--- src/rtl/pid_chan_sched_pkg.sv ---
// pid_chan_sched_pkg: shared defaults and the config endpoint map for the
// PID channel scheduler. Optional feature macro: PID_SCHED_OVR_CNT_EN.
package pid_chan_sched_pkg;

    localparam int N_CHAN_DEF         = 8;
    localparam int W_CHAN_DEF         = 5;
    localparam int W_DIN_DEF          = 18;
    localparam int W_WR_ADDR_DEF      = 16;
    localparam int W_WR_CHAN_DEF      = 16;
    localparam int W_WR_DATA_DEF      = 48;
    localparam int LOCKOUT_CYCLES_DEF = 6;
    localparam int W_OVR_DEF          = 16;

    // Config endpoint map shared with the rest of the register space.
    localparam logic [15:0] pid_sched_en_addr      = 16'h0040;
    localparam logic [15:0] pid_sched_ovr_clr_addr = 16'h0041;

    // Width of a down-counter that must hold LOCKOUT_CYCLES-1.
    function automatic int lock_width(input int cycles);
        return (cycles > 1) ? $clog2(cycles) : 1;
    endfunction

endpackage

--- src/rtl/pid_chan_sched_if.sv ---
// pid_chan_sched_if: ADC sample bus, config write bus and PID issue bus of
// the scheduler. The overrun count is present only with PID_SCHED_OVR_CNT_EN.
interface pid_chan_sched_if
    import pid_chan_sched_pkg::*;
#(
    parameter int N_CHAN    = N_CHAN_DEF,
    parameter int W_CHAN    = W_CHAN_DEF,
    parameter int W_DIN     = W_DIN_DEF,
    parameter int W_WR_ADDR = W_WR_ADDR_DEF,
    parameter int W_WR_CHAN = W_WR_CHAN_DEF,
    parameter int W_WR_DATA = W_WR_DATA_DEF,
    parameter int W_OVR     = W_OVR_DEF
);

    // ADC front end
    logic                     adc_dv_in;
    logic [W_CHAN-1:0]        adc_chan_in;
    logic signed [W_DIN-1:0]  adc_data_in;

    // Config write port
    logic                     wr_en;
    logic [W_WR_ADDR-1:0]     wr_addr;
    logic [W_WR_CHAN-1:0]     wr_chan;
    logic [W_WR_DATA-1:0]     wr_data;

    // Issue to the PID filter
    logic                     dv_out;
    logic [W_CHAN-1:0]        chan_out;
    logic signed [W_DIN-1:0]  data_out;
    logic [N_CHAN-1:0]        pending_out;
`ifdef PID_SCHED_OVR_CNT_EN
    logic [W_OVR-1:0]         ovr_count_out;
`endif

    // Source side: drives samples and config, observes issues.
    modport master (
        output adc_dv_in, adc_chan_in, adc_data_in,
        output wr_en, wr_addr, wr_chan, wr_data,
        input  dv_out, chan_out, data_out, pending_out
`ifdef PID_SCHED_OVR_CNT_EN
        , ovr_count_out
`endif
    );

    // Scheduler side.
    modport slave (
        input  adc_dv_in, adc_chan_in, adc_data_in,
        input  wr_en, wr_addr, wr_chan, wr_data,
        output dv_out, chan_out, data_out, pending_out
`ifdef PID_SCHED_OVR_CNT_EN
        , ovr_count_out
`endif
    );

endinterface

--- src/rtl/pid_chan_sched_rr_arbiter.sv ---
// rr_arbiter: purely combinational round-robin pick. The search starts at
// the channel after last_gnt and wraps modulo N_CHAN.
module rr_arbiter
    import pid_chan_sched_pkg::*;
#(
    parameter int N_CHAN = N_CHAN_DEF,
    parameter int W_CHAN = W_CHAN_DEF
) (
    input  logic [N_CHAN-1:0] req,
    input  logic [W_CHAN-1:0] last_gnt,
    output logic              gnt_vld,
    output logic [W_CHAN-1:0] gnt_idx
);

    logic [W_CHAN-1:0] cand;

    // Walk candidates in rotation order; the first requesting one wins.
    always_comb begin
        // NOTE: every output of a combinational block gets a default first,
        // otherwise paths that skip an assignment infer a latch.
        gnt_vld = 1'b0;
        gnt_idx = '0;
        cand    = last_gnt;
        for (int k = 0; k < N_CHAN; k++) begin
            cand = (cand == W_CHAN'(N_CHAN - 1)) ? '0 : cand + W_CHAN'(1);
            for (int c = 0; c < N_CHAN; c++) begin
                if (!gnt_vld && req[c] && (cand == W_CHAN'(c))) begin
                    gnt_vld = 1'b1;
                    gnt_idx = cand;
                end
            end
        end
    end

endmodule

--- src/rtl/pid_chan_sched.sv ---
// pid_chan_sched: round-robin scheduler between the ADC front end and the
// multi-channel PID filter. Keeps the newest sample per channel, issues at
// most one per cycle and locks a channel out for LOCKOUT_CYCLES edges after
// each grant. Optional feature macro: PID_SCHED_OVR_CNT_EN (overrun counter).
module pid_chan_sched
    import pid_chan_sched_pkg::*;
#(
    parameter int N_CHAN         = N_CHAN_DEF,
    parameter int W_CHAN         = W_CHAN_DEF,
    parameter int W_DIN          = W_DIN_DEF,
    parameter int W_WR_ADDR      = W_WR_ADDR_DEF,
    parameter int W_WR_CHAN      = W_WR_CHAN_DEF,
    parameter int W_WR_DATA      = W_WR_DATA_DEF,
    parameter int LOCKOUT_CYCLES = LOCKOUT_CYCLES_DEF,
    parameter int W_OVR          = W_OVR_DEF
) (
    input  logic              clk_in,
    input  logic              rst_in,
    pid_chan_sched_if.slave   bus
);

    localparam int                W_LOCK    = lock_width(LOCKOUT_CYCLES);
    localparam logic [W_LOCK-1:0] LOCK_LOAD = W_LOCK'(LOCKOUT_CYCLES - 1);

    // Per-channel state
    logic signed [W_DIN-1:0] hold     [N_CHAN];
    logic [W_LOCK-1:0]       lock_cnt [N_CHAN];
    logic [N_CHAN-1:0]       pending;
    logic [N_CHAN-1:0]       en_mask;
    logic [W_CHAN-1:0]       rr_ptr;

    // Issue registers
    logic                    dv_q;
    logic [W_CHAN-1:0]       chan_q;
    logic signed [W_DIN-1:0] data_q;

    // Per-edge decode
    logic                    en_wr;
    logic [N_CHAN-1:0]       en_new;
    logic [N_CHAN-1:0]       cap_vec;
    logic [N_CHAN-1:0]       eligible;
    logic [N_CHAN-1:0]       gnt_vec;
    logic                    gnt_vld;
    logic [W_CHAN-1:0]       gnt_idx;
    logic signed [W_DIN-1:0] gnt_data;

    // Config decode, one-hot capture and eligibility; out-of-range channels
    // match no slot, so they drop out naturally.
    always_comb begin
        en_wr    = bus.wr_en && (bus.wr_addr == W_WR_ADDR'(pid_sched_en_addr));
        en_new   = en_wr ? bus.wr_data[N_CHAN-1:0] : en_mask;
        cap_vec  = '0;
        eligible = '0;
        for (int i = 0; i < N_CHAN; i++) begin
            cap_vec[i]  = bus.adc_dv_in && (bus.adc_chan_in == W_CHAN'(i)) && en_mask[i];
            eligible[i] = pending[i] && en_mask[i] && (lock_cnt[i] == '0);
        end
    end

    rr_arbiter #(
        .N_CHAN (N_CHAN),
        .W_CHAN (W_CHAN)
    ) u_arb (
        .req      (eligible),
        .last_gnt (rr_ptr),
        .gnt_vld  (gnt_vld),
        .gnt_idx  (gnt_idx)
    );

    // Expand the winner into a one-hot grant and select its held sample.
    always_comb begin
        gnt_vec  = '0;
        gnt_data = '0;
        for (int i = 0; i < N_CHAN; i++) begin
            if (gnt_vld && (gnt_idx == W_CHAN'(i))) begin
                gnt_vec[i] = 1'b1;
                gnt_data   = hold[i];
            end
        end
    end

    // Pending bits: capture sets (and survives a same-edge grant), grant
    // clears, disabling a channel clears.
    always_ff @(posedge clk_in) begin
        // NOTE: sequential state uses non-blocking assignments so every
        // register samples pre-edge values, independent of statement order.
        if (rst_in) begin
            pending <= '0;
        end else begin
            pending <= (cap_vec | (pending & ~gnt_vec)) & en_new;
        end
    end

    // Channel enable mask from the config port.
    always_ff @(posedge clk_in) begin
        if (rst_in) begin
            en_mask <= '0;
        end else begin
            en_mask <= en_new;
        end
    end

    // Lockout counters: load on grant, otherwise count down to zero.
    always_ff @(posedge clk_in) begin
        if (rst_in) begin
            for (int i = 0; i < N_CHAN; i++) lock_cnt[i] <= '0;
        end else begin
            for (int i = 0; i < N_CHAN; i++) begin
                if (gnt_vec[i]) begin
                    lock_cnt[i] <= LOCK_LOAD;
                end else if (lock_cnt[i] != '0) begin
                    lock_cnt[i] <= lock_cnt[i] - W_LOCK'(1);
                end
            end
        end
    end

    // Sample hold store; the newest sample always overwrites.
    always_ff @(posedge clk_in) begin
        // NOTE: the hold array is deliberately not reset; a slot is only read
        // once its pending bit is set, which always follows a fresh write.
        for (int i = 0; i < N_CHAN; i++) begin
            if (cap_vec[i]) hold[i] <= bus.adc_data_in;
        end
    end

    // Registered issue and round-robin pointer; chan/data hold when idle.
    always_ff @(posedge clk_in) begin
        if (rst_in) begin
            dv_q   <= 1'b0;
            chan_q <= '0;
            data_q <= '0;
            rr_ptr <= W_CHAN'(N_CHAN - 1);
        end else begin
            dv_q <= gnt_vld;
            if (gnt_vld) begin
                chan_q <= gnt_idx;
                data_q <= gnt_data;
                rr_ptr <= gnt_idx;
            end
        end
    end

    assign bus.dv_out      = dv_q;
    assign bus.chan_out    = chan_q;
    assign bus.data_out    = data_q;
    assign bus.pending_out = pending;

`ifdef PID_SCHED_OVR_CNT_EN
    logic             ovr_clr;
    logic             ovr_evt;
    logic [W_OVR-1:0] ovr_cnt;

    // An overwrite of a pending sample that is not being issued this edge.
    assign ovr_clr = bus.wr_en && (bus.wr_addr == W_WR_ADDR'(pid_sched_ovr_clr_addr));
    assign ovr_evt = |(cap_vec & pending & ~gnt_vec);

    // Saturating overrun counter; a clear beats a same-edge overrun.
    always_ff @(posedge clk_in) begin
        if (rst_in || ovr_clr) begin
            ovr_cnt <= '0;
        end else if (ovr_evt && (ovr_cnt != '1)) begin
            ovr_cnt <= ovr_cnt + W_OVR'(1);
        end
    end

    assign bus.ovr_count_out = ovr_cnt;
`endif

    // Config channel and upper data bits carry nothing for this block.
    logic unused_cfg;
    assign unused_cfg = ^{bus.wr_chan, bus.wr_data[W_WR_DATA-1:N_CHAN]};

endmodule

--- src/flat_wrapper.sv ---
// flat-port wrapper written by rule: the top's interface ports become plain ports
module pid_chan_sched_flat import pid_chan_sched_pkg::*;
#(
    parameter int N_CHAN         = N_CHAN_DEF,
    parameter int W_CHAN         = W_CHAN_DEF,
    parameter int W_DIN          = W_DIN_DEF,
    parameter int W_WR_ADDR      = W_WR_ADDR_DEF,
    parameter int W_WR_CHAN      = W_WR_CHAN_DEF,
    parameter int W_WR_DATA      = W_WR_DATA_DEF,
    parameter int LOCKOUT_CYCLES = LOCKOUT_CYCLES_DEF,
    parameter int W_OVR          = W_OVR_DEF
)
  (clk_in, rst_in, bus_adc_dv_in, bus_adc_chan_in, bus_adc_data_in, bus_wr_en, bus_wr_addr, bus_wr_chan, bus_wr_data, bus_dv_out, bus_chan_out, bus_data_out, bus_pending_out);
  pid_chan_sched_if #(.N_CHAN(N_CHAN), .W_CHAN(W_CHAN), .W_DIN(W_DIN), .W_WR_ADDR(W_WR_ADDR), .W_WR_CHAN(W_WR_CHAN), .W_WR_DATA(W_WR_DATA), .W_OVR(W_OVR)) bus_i ();
  input  logic clk_in;
  input  logic rst_in;
  input wire logic [$bits(bus_i.adc_dv_in)-1:0] bus_adc_dv_in;
  input wire logic [$bits(bus_i.adc_chan_in)-1:0] bus_adc_chan_in;
  input wire logic [$bits(bus_i.adc_data_in)-1:0] bus_adc_data_in;
  input wire logic [$bits(bus_i.wr_en)-1:0] bus_wr_en;
  input wire logic [$bits(bus_i.wr_addr)-1:0] bus_wr_addr;
  input wire logic [$bits(bus_i.wr_chan)-1:0] bus_wr_chan;
  input wire logic [$bits(bus_i.wr_data)-1:0] bus_wr_data;
  output wire logic [$bits(bus_i.dv_out)-1:0] bus_dv_out;
  output wire logic [$bits(bus_i.chan_out)-1:0] bus_chan_out;
  output wire logic [$bits(bus_i.data_out)-1:0] bus_data_out;
  output wire logic [$bits(bus_i.pending_out)-1:0] bus_pending_out;
  assign bus_i.adc_dv_in = bus_adc_dv_in;
  assign bus_i.adc_chan_in = bus_adc_chan_in;
  assign bus_i.adc_data_in = bus_adc_data_in;
  assign bus_i.wr_en = bus_wr_en;
  assign bus_i.wr_addr = bus_wr_addr;
  assign bus_i.wr_chan = bus_wr_chan;
  assign bus_i.wr_data = bus_wr_data;
  assign bus_dv_out = bus_i.dv_out;
  assign bus_chan_out = bus_i.chan_out;
  assign bus_data_out = bus_i.data_out;
  assign bus_pending_out = bus_i.pending_out;
  pid_chan_sched #(.N_CHAN(N_CHAN), .W_CHAN(W_CHAN), .W_DIN(W_DIN), .W_WR_ADDR(W_WR_ADDR), .W_WR_CHAN(W_WR_CHAN), .W_WR_DATA(W_WR_DATA), .LOCKOUT_CYCLES(LOCKOUT_CYCLES), .W_OVR(W_OVR)) u_core (.clk_in(clk_in), .rst_in(rst_in), .bus(bus_i));
endmodule
--- config.mk ---
export PLATFORM = sky130hd
export DESIGN_NAME = pid_chan_sched_flat
export DESIGN_NICKNAME = d
export VERILOG_FILES = /design/src/rtl/pid_chan_sched_pkg.sv /design/src/rtl/pid_chan_sched_if.sv /design/src/rtl/pid_chan_sched_rr_arbiter.sv /design/src/rtl/pid_chan_sched.sv /design/src/flat_wrapper.sv
export SDC_FILE = /design/constraint.sdc
export NUM_CORES = 1
export LEC_CHECK = 0
export CAP_MARGIN = 25
export CELL_PAD_IN_SITES_DETAIL_PLACEMENT = 0
export CELL_PAD_IN_SITES_GLOBAL_PLACEMENT = 2
export CORE_MARGIN = 5
export CORE_UTILIZATION = 40
export DETAILED_ROUTE_END_ITERATION = 8
export HOLD_SLACK_MARGIN = 0.12
export PLACE_DENSITY_LB_ADDON = 0.1
export SLEW_MARGIN = 10
export SYNTH_ARGS = -nofsm -noshare
export SYNTH_HDL_FRONTEND = slang
export SYNTH_SLANG_ARGS = --single-unit
--- constraint.sdc ---
create_clock -name clk_in -period 12.5 [get_ports clk_in]
set_input_delay 2.5 -clock clk_in [delete_from_list [all_inputs] [get_ports clk_in]]
set_output_delay 2.5 -clock clk_in [all_outputs]
set_load 0.05 [all_outputs]
# After elaboration in Yosys (flattened, before gate mapping)
# Memories as Yosys holds them, arrays and structs flattened.
# Index checks and enable logic that the tools add are counted.
[totals] regBits=45 latchBits=0 ramBits=168 mem_bits_ro=0 in_bits=107 elab_cells=644 mem_count=2
[op_classes] add_sub_neg=16 mul=0 n_div=0 order_cmp=0 n_eq_ne=72 shift=0 mux=264 bitwise=20 n_reduce_logical=264
[mem_list] name="u_core.hold" words=8 width=18 rd=8 rd_ports_with_merged_regs=0 write_ports=1 line="pid_chan_sched.sv:26" source="logic signed [W_DIN-1:0] hold [N_CHAN];"
[mem_list] name="u_core.lock_cnt" words=8 width=3 rd=8 rd_ports_with_merged_regs=0 write_ports=8 line="pid_chan_sched.sv:27" source="logic [W_LOCK-1:0] lock_cnt [N_CHAN];"
[op_table] operator="5-bit two-way mux" count=72
[op_table] operator="18-bit two-way mux" count=15
[op_table] operator="5-bit by 3-bit == test with 1-bit output (second input constant)" count=41
[op_table] operator="1-bit logical AND" count=168
[op_table] operator="1-bit two-way mux" count=153
[op_table] operator="18-bit OR reduction" count=7
[op_table] operator="5-bit by 2-bit == test with 1-bit output (second input constant)" count=20
[op_table] operator="3-bit two-way mux" count=23
[op_table] operator="1-bit logical NOT" count=63
[op_table] operator="5-bit by 1-bit == test with 1-bit output (second input constant)" count=10
[op_table] operator="5-bit logical NOT" count=10
[op_table] operator="5-bit by 1-bit adder with 5-bit output (second input constant)" count=8
[op_table] operator="3-bit logical NOT" count=8
[op_table] operator="3-bit nonzero test" count=8
[op_table] operator="3-bit by 1-bit subtractor with 3-bit output (second input constant)" count=8
[op_table] operator="8-bit bitwise AND" count=2
[op_table] operator="16-bit by 7-bit == test with 1-bit output (second input constant)" count=1
[op_table] operator="1-bit OR" count=16
[op_table] operator="8-bit two-way mux" count=1
[op_table] operator="8-bit inverter" count=1
[op_table] operator="8-bit OR" count=1

# Longest topological paths before layout
[logic_depth] ltp_word=267 depth_mapped=25 mapped_depth_nobuf=21

# Modules after synthesis
# Synthesis repeated with hierarchy kept, for this count alone.
[unflattened] hier_cells=949 hier_area_um2=11213.3
[modules_own_cells] module="pid_chan_sched" n_inst=1 cells_each=590 area_each_um2=8612.0 seq_area_each_um2=5905.7
[modules_own_cells] module="rr_arbiter" n_inst=1 cells_each=359 area_each_um2=2601.2 seq_area_each_um2=0.0

# Worst setup path after synthesis
# Ideal clock, no wire load.
[synth_timing] path_kind="reg2reg" start="register u_core.rr_ptr[1]" end="memory u_core.lock_cnt[1][10] in the netlist's numbering (enable)" setup_time_ns=0.301 arrival_ns=5.412 path_slack_ns=6.786 stages_incl_launch_ff=23 path_buffers=5 synth_period_minus_slack_ns=5.714 path_cell_list="dfxtp_1 -> ha_1 -> and4bb_2 -> or2_1 -> buf_2 -> inv_2 -> ha_1 -> clkbuf_1 -> clkbuf_1 -> inv_1 -> o31a_1 -> or4_4 -> nand2_2 -> mux2_2 -> a211oi_2 -> nor4b_2 -> or3_1 -> o311a_1 -> buf_2 -> or2_4 -> buf_6 -> nor2_1 -> or3_1"
[synth_lines] item="start, declared" line="pid_chan_sched.sv:30" source="logic [W_CHAN-1:0] rr_ptr;"
[synth_lines] item="start signal, assigned" line="pid_chan_sched.sv:133" source="rr_ptr <= W_CHAN'(N_CHAN - 1);"
[synth_lines] item="start signal, assigned" line="pid_chan_sched.sv:139" source="rr_ptr <= gnt_idx;"
[synth_lines] item="end, declared" line="pid_chan_sched.sv:27"

==> flow_summary_export.csv <==
group,metric,value,unit
finish,fillCellCount,2475,
sta,period_needed,8.48,ns
logic_synthesis,synth_top_cell_by_area,"edfxtp_1",
detailed_routing,drt-total-wl,29100,um
clock_network,cts.htree.levels,1,
clock_network,clk_latency,0.53,ns
logic_synthesis,async_flop_share,0,%
sta,tns,0,ns
logic_synthesis,avgSynthCellArea,11.7,um2
critical_path,critPathKind,"reg -> reg",
detailed_routing,wire_per_inst,21.3,um
placement,hpwl,19500,um
placement,portBuffers,82,
global_route,grt_usage,18.5,%
clock_network,ctsHoldBuffers,0,
job,max_cap_violations,0,
placement,gp_congestion,0.807,
detailed_routing,drtIter0Drc,442,
logic_synthesis,synth_edf_count,168,
clock_network,post_cts_buffers,0,
detailed_routing,ant_nets,0,
critical_path,cp_num_buf_inv,3,
critical_path,crit_fanout,53,
hold_path,hp-class,"reg -> reg",
global_route,grt.overflow.total,0,
sta,relSlewSlack,39.0,%
sta,skew,0.0220,ns
sta,hold_violations,0,
sta,fin_crit_sh,67.8,%
critical_path,cp-start-kind,"flop",
global_route,grt_pass1_vias,7671,
sta,clock.fmax,118,MHz
logic_synthesis,synth.distinct_cells,97,
die,die-area,0.0309,mm2
clock_network,clk_pin_slew,0.06,ns
critical_path,arrival,8.72,ns
logic_synthesis,synthTopCellsByArea,"edfxtp_1 (46%), dfxtp_1 (7.8%), mux2i_1 (4.3%)",
outcome,status,"complete, no violations",
clock_network,cts_root_buf,"clkbuf_16",
finish,layout_common_cells,"edfxtp_1 (168), clkdlybuf4s50_1 (81), nand2_1 (60)",
sta,maxSlewViolCount,0,
global_route,antenna_found_initial,1,
clock_network,ctsResizeCount,0,
logic_synthesis,synth_seq_cells,211,
global_route,grt_pass1_wl,44800,um
sta,rsz0062_at_grt,"false",
critical_path,cpMaxStageDelayCell,"nor2_1",
die,die_w,176,um
global_route,grt_max_degree,55,
die,io_pins,139,
clock_network,clockBufferDepth,3,
logic_synthesis,syn_inst,941,
logic_synthesis,synth_area,0.0110,mm2
logic_synthesis,synth_nets,1080,
clock_network,numCtsBuffers,24,
critical_path,critPathMaxStageDelay,0.77,ns
detailed_routing,via_per_inst,5.71,
critical_path,crit_required,12.74,ns
finish,nNetsFinal,1151,
clock_network,cts.sinks,211,
logic_synthesis,yosys_warnings,0,
finish,syn2layout_area_growth,16.8,%
die,fp.coreArea,0.0270,mm2
logic_synthesis,synth_top_area_share,45.9,%
finish,antennaDiodeCount,0,
finish,mostFrequentLayoutCell,"edfxtp_1",
finish,fin_util,47.5,%
die,start_util,40.7,%
finish,drive_gt1_share,9.82,%
die,row_count,60,
detailed_routing,drc,0,
logic_synthesis,synth_ff_type,"edfxtp_1",
clock_network,tritoncts,"done",
critical_path,cp_top_family,"simple AND/OR/NAND/NOR gates",
sta,worst_pin_slew,0.903,ns
die,die_y,176,um
critical_path,cp_cell_sequence,"ha_1, and4bb_2, or2_1, inv_2, ha_1, xnor2_2, xor2_2, xnor2_1, nand2_1, nor4_2, o31a_1, a211oi_2, nor4b_2, or3_1, o211a_2, buf_4, inv_1, nor2_1, nand2_1, nor4bb_1",
sta,setup_violations,0,
logic_synthesis,yosysSeqAreaShare,53.7,%
critical_path,end_kind,"flop",
detailed_routing,drt-pass1-iter-count,7,
detailed_routing,vias,7819,
[state kept, by name, indices dropped and copies added (netlist names)]
register,flops
u_core.rr_ptr,3
u_core.bus.data_out,18
u_core.lock_cnt,24
u_core.hold,144
u_core.bus.dv_out,1
u_core.en_mask,8
u_core.bus.pending_out,8
u_core.bus.chan_out,5
[worst register-to-register path: cells and delay by family (launching register included)]
kind / cells / cell delay (ns)
AOI/OAI and AO/OA: 3 / 0.55
and+or+nand+nor: 9 / 3.41
adders and majority gates: 2 / 1.02
xor gates and xnor gates: 3 / 1.38
DFF: 1 / 0.53
buffers and inverters: 3 / 1.32
[metal layers]
layer	global-route usage, %	wire (um)
met1	26.1	13800
met2	30.4	13600
met3	2.32	1100
met4	4.35	640
met5	0	7
[worst paths after layout]
| path | startpoint | endpoint | slack (ns) | cells after the start |
|---|---|---|---|---|
| hold / removal | u_core.bus.chan_out[2] | u_core.bus.chan_out[2] | 0.45 | 2 |
| setup / recovery | u_core.rr_ptr[0] | u_core.lock_cnt[0][1] | 4.02 | 20 |
| setup reg to reg | u_core.rr_ptr[0] | u_core.lock_cnt[0][1] | 4.02 | 20 |
| hold reg to reg | u_core.bus.chan_out[2] | u_core.bus.chan_out[2] | 0.45 | 2 |
[per-stage QoR]
| step | std cells | area, um2 | hold WS [ns] | worst slack, ns |
|---|---|---|---|---|
| 6_report | 1369 | 12800 | 0.454 | 4.02 |
| 5_1_grt | 1369 | 12800 | 0.487 | 3.39 |
| 4_1_cts | 1369 | 12800 | 0.460 | 3.98 |
| 3_5_place_dp | 1327 | 12100 | 0.449 | 3.98 |
| 3_3_place_gp | 1327 | 12100 | 0.444 | 4.02 |
| 2_1_floorplan | 941 | 11000 | 0.487 | 6.79 |
[cell families (layout without fill, tap and decap cells)]
group,count (synthesis),count (layout),synth area share [%]
simple gates,271,271,13.9
compound gates,253,253,17.3
flops,211,211,53.7
buf+inv,97,184,3.94
mux,59,59,5.51
fa+ha+maj,32,32,3.64
xor+xnor,18,18,1.96
[synthesized netlist by cell type (7+ instances only)]
library cell / instances
a21o_1: 8
and3_1: 12
a221oi_1: 12
ha_1: 32
clkbuf_1: 27
nand2b_1: 11
o31ai_1: 15
nor4_1: 7
dfxtp_1: 43
inv_1: 41
mux2i_1: 47
a22oi_1: 16
a21oi_1: 56
a22o_1: 13
nand3_1: 15
o21bai_1: 7
o21ai_0: 13
and4b_1: 9
o22ai_1: 8
nand2_1: 60
nor2b_1: 14
buf_2: 16
xnor2_1: 8
a211oi_1: 9
nand3b_1: 11
nor3_1: 20
o221ai_1: 7
a31oi_1: 12
or3_1: 7
edfxtp_1: 168
nor2_1: 53
mux2_2: 12
or2_2: 8
o211ai_1: 7
[area by class of cell]
| type | count | area (um2) | share of cell area, % |
|---|---|---|---|
| tap | 341 | 427 | 3.32 |
| multi-input combinational | 633 | 4660 | 36.3 |
| sequential | 211 | 5910 | 46.0 |
| timing repair buffer | 99 | 943 | 7.35 |
| clock buffer | 35 | 662 | 5.16 |
| inverter | 43 | 161 | 1.26 |
| clock inverter | 7 | 81.3 | 0.634 |
Power is left out: the tool's default activity adds up to more than one toggle a clock period on the data nets, which glitch-free logic cannot reach.
==> variant: new RTL, same flow settings <==
Change the package constant `W_DIN_DEF` from 18 to 14.
--- a/src/rtl/pid_chan_sched_pkg.sv
+++ b/src/rtl/pid_chan_sched_pkg.sv
@@ -5,5 +5,5 @@
     localparam int N_CHAN_DEF         = 8;
     localparam int W_CHAN_DEF         = 5;
-    localparam int W_DIN_DEF          = 18;
+    localparam int W_DIN_DEF          = 14;
     localparam int W_WR_ADDR_DEF      = 16;
     localparam int W_WR_CHAN_DEF      = 16;
Interface: changed (resized bus_adc_data_in and bus_data_out); port bits go from 139 to 131. No check against the original RTL was run, so the function may have changed too.
==> variant against the original RTL <==
Final area down 11%; synthesized area fell by 10%; critical path depth fell by 1; sequential cell count is 36 lower; wire length shrank 4.9%; worst setup slack gained 0.098 ns; critical endpoint is now u_core.bus.data_out[6].
Power is left out: it rests on default switching activity, and per cell area and clock period it moved more than threefold.
==> variant: results <==
[outcome]
outcome = finished clean

[cells_and_area]
nNetsFinal = 1074
drive_gt1_share_pct = 10.1
largest_register_ffs = 112

[detailed_routing]
drtIter0Drc = 443
num_vias = 7520
top_layer = met4
met3_wirelength_mm = 1.08
met2_length_mm = 14.0
wirelength_met1_mm = 12.2
drtPass1Iterations = 5
vias_per_cell = 5.89

[timing]
fin_skew_ns = 0.0223
slew_headroom_pct = 27.7

[critical_path]
rr_worst_depth = 19
worst_ep_arrival_time_ns = 8.75
cp_max_fo = 16

[clock_network]
clock_tree.buffer_depth = 2
clk_pin_slew_ns = 0.08

[logic_synthesis]
avgSynthCellArea_sq_um = 11.1
synth_nets = 1021
synth_cell_types = 102

[global_routing]
grt_max_degree = 61
grt_pass1_wl_mm = 43.0

[placed_design]
placedCellCount = 1244
[variant: final cells by class]
type	count	area (sq um)
Sequential cell	175	4860
Clock inverter	15	214
Timing Repair Buffer	83	807
Multi-Input combinational cell	621	4540
Fill cell	2202	12900
Tap cell	324	405
Clock buffer	17	425
Inverter	41	154
[variant: kinds of logic after synthesis]
family / after synthesis / synth area share, %
mux: 44 / 4.67
compound gates: 222 / 17.7
flops: 175 / 49.3
buf+inv: 90 / 4.71
xor+xnor: 21 / 2.45
simple gates: 302 / 17.1
fa+ha+maj: 32 / 4.06
[variant: worst min path at each step]
stage                                    endpoint  slack, ns               startpoint  cells after the start
after global placement    u_core.bus.data_out[10]       0.46  u_core.bus.data_out[10]                      1
after floorplan            u_core.bus.data_out[7]       0.47       u_core.hold[0][49]                      2
after CTS                 u_core.bus.data_out[10]       0.48  u_core.bus.data_out[10]                      1
after detailed placement  u_core.bus.data_out[10]       0.46  u_core.bus.data_out[10]                      1
after global routing      u_core.bus.data_out[10]       0.51  u_core.bus.data_out[10]                      1
final                     u_core.bus.data_out[10]       0.48  u_core.bus.data_out[10]                      1
[variant: critical path, cell delays in order (launching register included)]
cell and delay, ns:
dfxtp_1 0.45, ha_1 0.53, nand4bb_1 0.23, nand2b_1 0.37, inv_1 0.26, ha_1 0.48
xor3_2 0.54, and3_1 0.26, o21a_1 0.18, o21ai_1 0.71, a31oi_1 0.19, o32ai_2 0.54
xor2_1 0.13, a211o_1 0.40, a21o_1 0.24, a311oi_4 0.86, nand2_1 0.69, or3_1 0.74
o2111ai_1 0.31, a32o_1 0.20
[variant: per-layer routing]
| metal | vias up | GRT usage (%) |
|---|---|---|
| met3 | 34 | 2.63 |
| met4 | 0 | 4.94 |
| li1 | 3544 | - |
| met1 | 3764 | 26.0 |
| met5 | - | 0 |
| met2 | 178 | 33.8 |
[variant: stage by stage]
step,utilization [%],hold slack [ns],area (sq um)
after floorplan,-,0.473,9860
after global placement,44.3,0.461,10800
after detailed placement,44.3,0.462,10800
after CTS,46.9,0.481,11400
after global routing,46.9,0.515,11400
final,46.9,0.481,11400
